### config.mk
export PLATFORM = sky130hd
export DESIGN_NAME = serial_port
export DESIGN_NICKNAME = d
export VERILOG_FILES = /design/src/rtl/serial_port_pkg.sv /design/src/rtl/serial_fifo.sv /design/src/rtl/serial_port.sv
export SDC_FILE = /design/constraint.sdc
export NUM_CORES = 1
export LEC_CHECK = 0
export ABC_AREA = 1
export ABC_CLOCK_PERIOD_IN_PS = 2600
export CAP_MARGIN = 30
export CORE_MARGIN = 5
export CORE_UTILIZATION = 55
export DETAILED_ROUTE_END_ITERATION = 16
export HOLD_SLACK_MARGIN = 0.08
export PLACE_DENSITY = 0.74
export SYNTH_ARGS = -nofsm -noshare
export SYNTH_HDL_FRONTEND = slang
export SYNTH_SLANG_ARGS = --single-unit
### constraint.sdc
create_clock -name clock -period 2.6 [get_ports clock]
set_input_delay 0.26 -clock clock [delete_from_list [all_inputs] [get_ports clock]]
set_output_delay 0.26 -clock clock [all_outputs]
set_load 0.005 [all_outputs]
### src/rtl/serial_port_pkg.sv
// Shared definitions for the serial port: FSM state encoding and frame constants.
// Latency: n/a (definitions only).
// Backpressure: n/a (definitions only).
package serial_port_pkg;

    // Common encoding for the TX and RX frame state machines.
    typedef enum logic [1:0] {
        ST_IDLE  = 2'd0,
        ST_START = 2'd1,
        ST_DATA  = 2'd2,
        ST_STOP  = 2'd3
    } ser_state_e;

    localparam int DATA_BITS            = 8;
    localparam int DEFAULT_CLKS_PER_BIT = 434;   // 50 MHz / 115200 baud
    localparam int DEFAULT_FIFO_DEPTH   = 16;

endpackage

### src/rtl/serial_fifo.sv
// Synchronous first-word-fall-through FIFO; head is visible on dout while empty=0.
// Latency: a push is visible on dout the cycle after the push edge; a pop advances dout the next cycle.
// Backpressure: push ignored while full=1, pop ignored while empty=1; both flags are registered.
module serial_fifo #(
    parameter int WIDTH = 8,
    parameter int DEPTH = 16
) (
    input  logic             clock,
    input  logic             reset_n,
    input  logic             push,
    input  logic [WIDTH-1:0] din,
    input  logic             pop,
    output logic [WIDTH-1:0] dout,
    output logic             full,
    output logic             empty
);

    localparam int AW = $clog2(DEPTH);

    logic [AW-1:0]    wr_ptr_q, wr_ptr_d;
    logic [AW-1:0]    rd_ptr_q, rd_ptr_d;
    logic [AW:0]      count_q, count_d;
    logic             full_q, full_d;
    logic             empty_q, empty_d;
    logic [WIDTH-1:0] mem_q [DEPTH];
    logic             push_ok;
    logic             pop_ok;

    // Next pointer/count state; pointers wrap naturally since DEPTH is a power of two.
    always_comb begin
        push_ok  = push & ~full_q;
        pop_ok   = pop & ~empty_q;
        wr_ptr_d = push_ok ? wr_ptr_q + AW'(1) : wr_ptr_q;
        rd_ptr_d = pop_ok ? rd_ptr_q + AW'(1) : rd_ptr_q;
        count_d  = count_q + (AW+1)'(push_ok) - (AW+1)'(pop_ok);
        full_d   = (count_d == (AW+1)'(DEPTH));
        empty_d  = (count_d == '0);
    end

    // Pointer, count and flag registers.
    always_ff @(posedge clock or negedge reset_n) begin
        if (!reset_n) begin
            wr_ptr_q <= '0;
            rd_ptr_q <= '0;
            count_q  <= '0;
            full_q   <= 1'b0;
            empty_q  <= 1'b1;
        end else begin
            wr_ptr_q <= wr_ptr_d;
            rd_ptr_q <= rd_ptr_d;
            count_q  <= count_d;
            full_q   <= full_d;
            empty_q  <= empty_d;
        end
    end

    // Storage array; contents are don't-care until written, so no reset.
    always_ff @(posedge clock) begin
        if (push_ok) begin
            mem_q[wr_ptr_q] <= din;
        end
    end

    // Stale storage is masked so the head reads zero whenever the FIFO is empty.
    assign dout  = empty_q ? '0 : mem_q[rd_ptr_q];
    assign full  = full_q;
    assign empty = empty_q;

endmodule

### src/rtl/serial_port.sv
// FIFO-buffered 8N1 UART: write-strobe TX FIFO to serial tx, serial rx to FWFT RX FIFO.
// Latency: tx falls one edge after a write from idle; a received byte shows on data_out one cycle after the stop sample.
// Backpressure: writes ignored while full=1; received bytes dropped with an overrun pulse when the RX FIFO is full.
module serial_port
    import serial_port_pkg::*;
#(
    parameter int CLKS_PER_BIT = DEFAULT_CLKS_PER_BIT,
    parameter int FIFO_DEPTH   = DEFAULT_FIFO_DEPTH
) (
    input  logic       clock,
    input  logic       reset_n,
    input  logic       write,
    input  logic [7:0] data_in,
    output logic       full,
    input  logic       read,
    output logic [7:0] data_out,
    output logic       empty,
    output logic       tx,
    input  logic       rx,
    output logic       frame_error,
    output logic       overrun
);

    localparam int             CW        = $clog2(CLKS_PER_BIT);
    localparam logic [CW-1:0]  BIT_LAST  = CW'(CLKS_PER_BIT - 1);
    localparam logic [CW-1:0]  HALF_LAST = CW'(CLKS_PER_BIT / 2 - 1);
    localparam logic [2:0]     LAST_BIT  = 3'(DATA_BITS - 1);

    // ---------------- TX side ----------------
    logic                 tx_pop;
    logic                 tx_empty;
    logic [DATA_BITS-1:0] tx_head;

    ser_state_e           tx_state_q, tx_state_d;
    logic [CW-1:0]        tx_cnt_q, tx_cnt_d;
    logic [2:0]           tx_bit_q, tx_bit_d;
    logic [DATA_BITS-1:0] tx_shift_q, tx_shift_d;
    logic                 tx_q, tx_d;

    serial_fifo #(.WIDTH(DATA_BITS), .DEPTH(FIFO_DEPTH)) u_tx_fifo (
        .clock   (clock),
        .reset_n (reset_n),
        .push    (write),
        .din     (data_in),
        .pop     (tx_pop),
        .dout    (tx_head),
        .full    (full),
        .empty   (tx_empty)
    );

    // TX framing: tx is registered and changes on the same edge the FSM changes bit.
    always_comb begin
        tx_state_d = tx_state_q;
        tx_cnt_d   = tx_cnt_q;
        tx_bit_d   = tx_bit_q;
        tx_shift_d = tx_shift_q;
        tx_d       = tx_q;
        tx_pop     = 1'b0;
        case (tx_state_q)
            ST_IDLE: begin
                tx_d = 1'b1;
                if (!tx_empty) begin
                    tx_pop     = 1'b1;
                    tx_shift_d = tx_head;
                    tx_d       = 1'b0;
                    tx_cnt_d   = '0;
                    tx_state_d = ST_START;
                end
            end
            ST_START: begin
                if (tx_cnt_q == BIT_LAST) begin
                    tx_cnt_d   = '0;
                    tx_bit_d   = '0;
                    tx_d       = tx_shift_q[0];
                    tx_shift_d = tx_shift_q >> 1;
                    tx_state_d = ST_DATA;
                end else begin
                    tx_cnt_d = tx_cnt_q + CW'(1);
                end
            end
            ST_DATA: begin
                if (tx_cnt_q == BIT_LAST) begin
                    tx_cnt_d = '0;
                    if (tx_bit_q == LAST_BIT) begin
                        tx_d       = 1'b1;
                        tx_state_d = ST_STOP;
                    end else begin
                        tx_d       = tx_shift_q[0];
                        tx_shift_d = tx_shift_q >> 1;
                        tx_bit_d   = tx_bit_q + 3'd1;
                    end
                end else begin
                    tx_cnt_d = tx_cnt_q + CW'(1);
                end
            end
            ST_STOP: begin
                if (tx_cnt_q == BIT_LAST) begin
                    tx_cnt_d = '0;
                    // Chain straight into the next start bit so queued bytes go out gap-free.
                    if (!tx_empty) begin
                        tx_pop     = 1'b1;
                        tx_shift_d = tx_head;
                        tx_d       = 1'b0;
                        tx_state_d = ST_START;
                    end else begin
                        tx_d       = 1'b1;
                        tx_state_d = ST_IDLE;
                    end
                end else begin
                    tx_cnt_d = tx_cnt_q + CW'(1);
                end
            end
        endcase
    end

    // TX FSM state and registered serial output (idle high).
    always_ff @(posedge clock or negedge reset_n) begin
        if (!reset_n) begin
            tx_state_q <= ST_IDLE;
            tx_cnt_q   <= '0;
            tx_bit_q   <= '0;
            tx_shift_q <= '0;
            tx_q       <= 1'b1;
        end else begin
            tx_state_q <= tx_state_d;
            tx_cnt_q   <= tx_cnt_d;
            tx_bit_q   <= tx_bit_d;
            tx_shift_q <= tx_shift_d;
            tx_q       <= tx_d;
        end
    end

    assign tx = tx_q;

    // ---------------- RX side ----------------
    logic                 rx_meta_q, rx_sync_q, rx_prev_q;
    logic                 rx_full;

    ser_state_e           rx_state_q, rx_state_d;
    logic [CW-1:0]        rx_cnt_q, rx_cnt_d;
    logic [2:0]           rx_bit_q, rx_bit_d;
    logic [DATA_BITS-1:0] rx_shift_q, rx_shift_d;
    logic                 rx_push_q, rx_push_d;
    logic                 frame_error_q, frame_error_d;
    logic                 overrun_q, overrun_d;

    // Two-flop synchroniser plus one delayed copy for falling-edge detection; idle line is high.
    always_ff @(posedge clock or negedge reset_n) begin
        if (!reset_n) begin
            rx_meta_q <= 1'b1;
            rx_sync_q <= 1'b1;
            rx_prev_q <= 1'b1;
        end else begin
            rx_meta_q <= rx;
            rx_sync_q <= rx_meta_q;
            rx_prev_q <= rx_sync_q;
        end
    end

    // RX framing: re-check start at half a bit, then sample each bit mid-cell.
    always_comb begin
        rx_state_d    = rx_state_q;
        rx_cnt_d      = rx_cnt_q;
        rx_bit_d      = rx_bit_q;
        rx_shift_d    = rx_shift_q;
        rx_push_d     = 1'b0;
        frame_error_d = 1'b0;
        overrun_d     = 1'b0;
        case (rx_state_q)
            ST_IDLE: begin
                if (rx_prev_q && !rx_sync_q) begin
                    rx_cnt_d   = '0;
                    rx_state_d = ST_START;
                end
            end
            ST_START: begin
                if (rx_cnt_q == HALF_LAST) begin
                    rx_cnt_d   = '0;
                    rx_bit_d   = '0;
                    // A line already back high here was a glitch, not a start bit.
                    rx_state_d = rx_sync_q ? ST_IDLE : ST_DATA;
                end else begin
                    rx_cnt_d = rx_cnt_q + CW'(1);
                end
            end
            ST_DATA: begin
                if (rx_cnt_q == BIT_LAST) begin
                    rx_cnt_d   = '0;
                    rx_shift_d = {rx_sync_q, rx_shift_q[DATA_BITS-1:1]};
                    rx_bit_d   = rx_bit_q + 3'd1;
                    if (rx_bit_q == LAST_BIT) begin
                        rx_state_d = ST_STOP;
                    end
                end else begin
                    rx_cnt_d = rx_cnt_q + CW'(1);
                end
            end
            ST_STOP: begin
                if (rx_cnt_q == BIT_LAST) begin
                    rx_cnt_d   = '0;
                    rx_state_d = ST_IDLE;
                    if (!rx_sync_q) begin
                        frame_error_d = 1'b1;
                    end else if (rx_full) begin
                        overrun_d = 1'b1;
                    end else begin
                        rx_push_d = 1'b1;
                    end
                end else begin
                    rx_cnt_d = rx_cnt_q + CW'(1);
                end
            end
        endcase
    end

    // RX FSM state, assembled byte and registered push/status pulses.
    always_ff @(posedge clock or negedge reset_n) begin
        if (!reset_n) begin
            rx_state_q    <= ST_IDLE;
            rx_cnt_q      <= '0;
            rx_bit_q      <= '0;
            rx_shift_q    <= '0;
            rx_push_q     <= 1'b0;
            frame_error_q <= 1'b0;
            overrun_q     <= 1'b0;
        end else begin
            rx_state_q    <= rx_state_d;
            rx_cnt_q      <= rx_cnt_d;
            rx_bit_q      <= rx_bit_d;
            rx_shift_q    <= rx_shift_d;
            rx_push_q     <= rx_push_d;
            frame_error_q <= frame_error_d;
            overrun_q     <= overrun_d;
        end
    end

    // rx_shift_q holds the byte until the next frame's first data sample, well after the push.
    serial_fifo #(.WIDTH(DATA_BITS), .DEPTH(FIFO_DEPTH)) u_rx_fifo (
        .clock   (clock),
        .reset_n (reset_n),
        .push    (rx_push_q),
        .din     (rx_shift_q),
        .pop     (read),
        .dout    (data_out),
        .full    (rx_full),
        .empty   (empty)
    );

    assign frame_error = frame_error_q;
    assign overrun     = overrun_q;

endmodule

==> results.sh <==
export IMPL_status="complete, no violations"
export IMPL_hold_ws_ps=185
export IMPL_io_pins=26
export IMPL_synth_enable_flop_cells=256
export IMPL_syn_cell_area_mm2=0.0147
export IMPL_die_w_um=173
export IMPL_hold_end="rx_meta_q$_DFF_PN1_"
export IMPL_synth_area_top_cells="edfxtp_1 (52%), dfrtp_1 (13%), nand2_1 (7.5%), nor2_1 (4.7%), nand3_1 (4.1%)"
export IMPL_num_antenna_cells=0
export IMPL_grt_pass1_wl_mm=51.5
export IMPL_ys_flop_type="edfxtp_1"
export IMPL_yosysTopAreaCellShare_pct=52.4
export IMPL_critPathLaunch="tx_state_q[1]$_DFFE_PN0P_"
export IMPL_worst_setup_path_start_kind="register"
export IMPL_ys_warn_count=0
export IMPL_powerDensity_mw_per_mm2=900
export IMPL_critPathKind="reg2reg"
export IMPL_slew_headroom_pct=44.4
export IMPL_worstPathMaxFanout=3
export IMPL_synth_seq_cells=337
export IMPL_final_cell_count_no_fill=1825
export IMPL_drt_pass1_iterations=5
export IMPL_avgSynthCellArea_um2=10.6
export IMPL_yosysMostFrequentCell="nand2_1"
export IMPL_yosysSeqAreaShare_pct=66.3
export IMPL_finalSetupViolations=0
export IMPL_drc=0
export IMPL_cap_violations=0
export IMPL_r2r_slack_ps=70
export IMPL_ys_top_cells_by_count="nand2_1 (291), edfxtp_1 (256), nor2_1 (182), inv_1 (133), nand3_1 (119)"
export IMPL_r2r_end="u_tx_fifo.full$_DFF_PN0_"
export IMPL_utilization_pct=65.2
export IMPL_ant_nets=0
export IMPL_rsz0062_at_grt="yes"
export IMPL_r2r_start="tx_state_q[1]$_DFFE_PN0P_"
export IMPL_htree_levels=2
export IMPL_viasPerCell=5.50
export IMPL_clock_path_buffers=3
export IMPL_netlist_instances=1377
export IMPL_drive_gt1_share_pct=11.3
export IMPL_cts_tree="built"
export IMPL_nFillCells=1937
export IMPL_clock_skew_ps=32.1
export IMPL_area_growth_pct=16.2
export IMPL_initial_utilization_pct=56.1
export IMPL_fin_nets=1514
export IMPL_antenna_found_initial=0
export IMPL_place_congestion=0.831
export IMPL_synth_cell_types=35
export IMPL_gr_total_overflow=0
export IMPL_cp_required_ps=3030
export IMPL_min_path_type="in2reg"
export IMPL_worstMarginPinSlew_ps=831
export IMPL_final_hold_viol_count=0
export IMPL_drv_slew=0
export IMPL_syn_nets=1426
export IMPL_wire_per_inst_um=17.6
export IMPL_placed_cells=1744
export IMPL_drt_iter0_drc=957
export IMPL_totalWireLength_mm=32.1
export IMPL_end_kind="register"
export IMPL_grt_max_degree=68
export IMPL_worstPathArrival_ps=2960
export IMPL_min_period_over_period_pct=97.3
export IMPL_reg2reg_depth=16
export IMPL_rows=59
export IMPL_port_buffers=25
export IMPL_dieArea_mm2=0.0300
export IMPL_holdPathStages=1
export IMPL_numCtsBuffers=36
export IMPL_die_h_um=173
export IMPL_p_leak_nw=6.66
export IMPL_dp_hpwl_mm=19.1
export IMPL_core_area_mm2=0.0261
export IMPL_synthArstFlopShare_pct=24.0
export IMPL_clk_latency_ps=520
export IMPL_root_buffer="clkbuf_16"
export IMPL_vias=10000
export IMPL_ir_worst_vdd_uv=822
export IMPL_synth_top_area_cell="edfxtp_1"
export IMPL_grt_usage_pct=21.1
export IMPL_cts_num_sinks=337
export IMPL_grt_pass1_vias=10000
export IMPL_clk_pin_slew_ps=60
export IMPL_min_from="rx"
export IMPL_period_needed_ps=2530
export IMPL_max_freq_mhz=395
[logic make-up (layout without fill, tap and decap cells)]
group | after synthesis | in the layout | synth area share [%]
AND/OR/NAND/NOR | 617 | 617 | 17.3
buffers and inverters | 197 | 310 | 5.52
adder cells (fa/ha/maj) | 36 | 36 | 3.18
AO/OA/AOI/OAI | 161 | 161 | 5.94
flip-flops | 337 | 337 | 66.3
XOR/XNOR | 29 | 29 | 1.73
[critical path, stage by stage (launching register included)]
cell and delay (ps):
dfrtp_1 390, inv_2 70, ha_4 270, nor2_2 30, o21ai_1 80, inv_1 70, nand2_2 70, inv_2 50
ha_4 250, inv_2 40, ha_4 150, fa_2 370, a21oi_2 140, o21bai_1 90, xnor2_1 220, inv_1 60
nor2_1 90
[routing by layer]
| layer | global-route usage, % | vias to the layer above | wire length, um |
|---|---|---|---|
| li1 | - | 4790 | - |
| met1 | 28.0 | 4760 | 13200 |
| met2 | 35.5 | 393 | 15600 |
| met3 | 3.36 | 86 | 2300 |
| met4 | 7.58 | 0 | 1030 |
| met5 | 0 | - | 0 |
[cells in the final DEF, fill, tap and decap left out, types with 7 or more instances in the layout]
cell / n
nand2_1: 290
nor2_1: 181
clkbuf_1: 7
dfrtp_1: 72
inv_1: 130
o211ai_1: 18
clkinv_2: 7
clkbuf_16: 37
o22ai_1: 8
nand3_1: 119
clkinv_1: 9
ha_1: 31
xor2_1: 24
nor3_1: 7
o21ai_1: 20
clkdlybuf4s50_1: 16
o21ai_0: 81
edfxtp_1: 256
inv_2: 8
buf_4: 66
a21oi_1: 23
[timing repair]
item,CTS,global route
gates cloned,4,1
resized for setup,27,10
setup endpoints to repair,11,7
pin swaps,12,15
hold buffers,1,0
endpoints found under the hold margin,41,0
buffers inserted,6,6
[registers in the layout, indices dropped and copies added (netlist names), 2 cells and up, named ones only]
signal / flops
u_rx_fifo.rd_ptr_q: 4
rx_bit_q: 3
u_tx_fifo.wr_ptr_q: 4
u_tx_fifo.mem_q: 128
u_rx_fifo.wr_ptr_q: 4
u_rx_fifo.mem_q: 128
u_rx_fifo.count_q: 5
tx_bit_q: 3
tx_shift_q: 8
tx_cnt_q: 9
tx_state_q: 2
rx_shift_q: 8
u_tx_fifo.rd_ptr_q: 4
u_tx_fifo.count_q: 5
rx_cnt_q: 9
[per-stage QoR]
step / setup WS, ps / cell area [um2] / power [mW] / setup TNS (ps)
after floorplan: 28.8 / 14700 / 8.75 / 0
after global placement: 59.4 / 15600 / 9.90 / 0
after detailed placement: -96.6 / 15600 / 10.0 / -115
after CTS: -100 / 16900 / 15.3 / -365
after global routing: -75.3 / 17000 / 16.1 / -113
final: 69.8 / 17000 / 15.3 / 0
[worst max path at each step]
| stage | cells past startpoint | slack [ps] | to |
|---|---|---|---|
| floorplan | 16 | 30 | u_tx_fifo.full$_DFF_PN0_ |
| global placement | 16 | 60 | u_tx_fifo.full$_DFF_PN0_ |
| detailed placement | 16 | -100 | u_tx_fifo.full$_DFF_PN0_ |
| CTS | 9 | -100 | data_out[3] |
| global route | 17 | -80 | u_tx_fifo.full$_DFF_PN0_ |
| finish | 16 | 70 | u_tx_fifo.full$_DFF_PN0_ |
[area by class of cell]
cell class                 count  area, um2  area share, %
clock buffer                  46        968           5.69
clock inverter                17        149          0.874
inverter                     144        544           3.20
multi-input combinational    843       4200           24.7
sequential                   337       9730           57.1
tap                          335        419           2.46
timing repair buffer         103       1020           6.00
[power by group]
group	switching (mW)	leakage [nW]	internal, mW
Combinational	2.35	3.05	1.63
Sequential	0.271	3.06	6.23
Clock	2.01	0.545	2.84
Note: power is estimated with default switching activity, not from simulation.
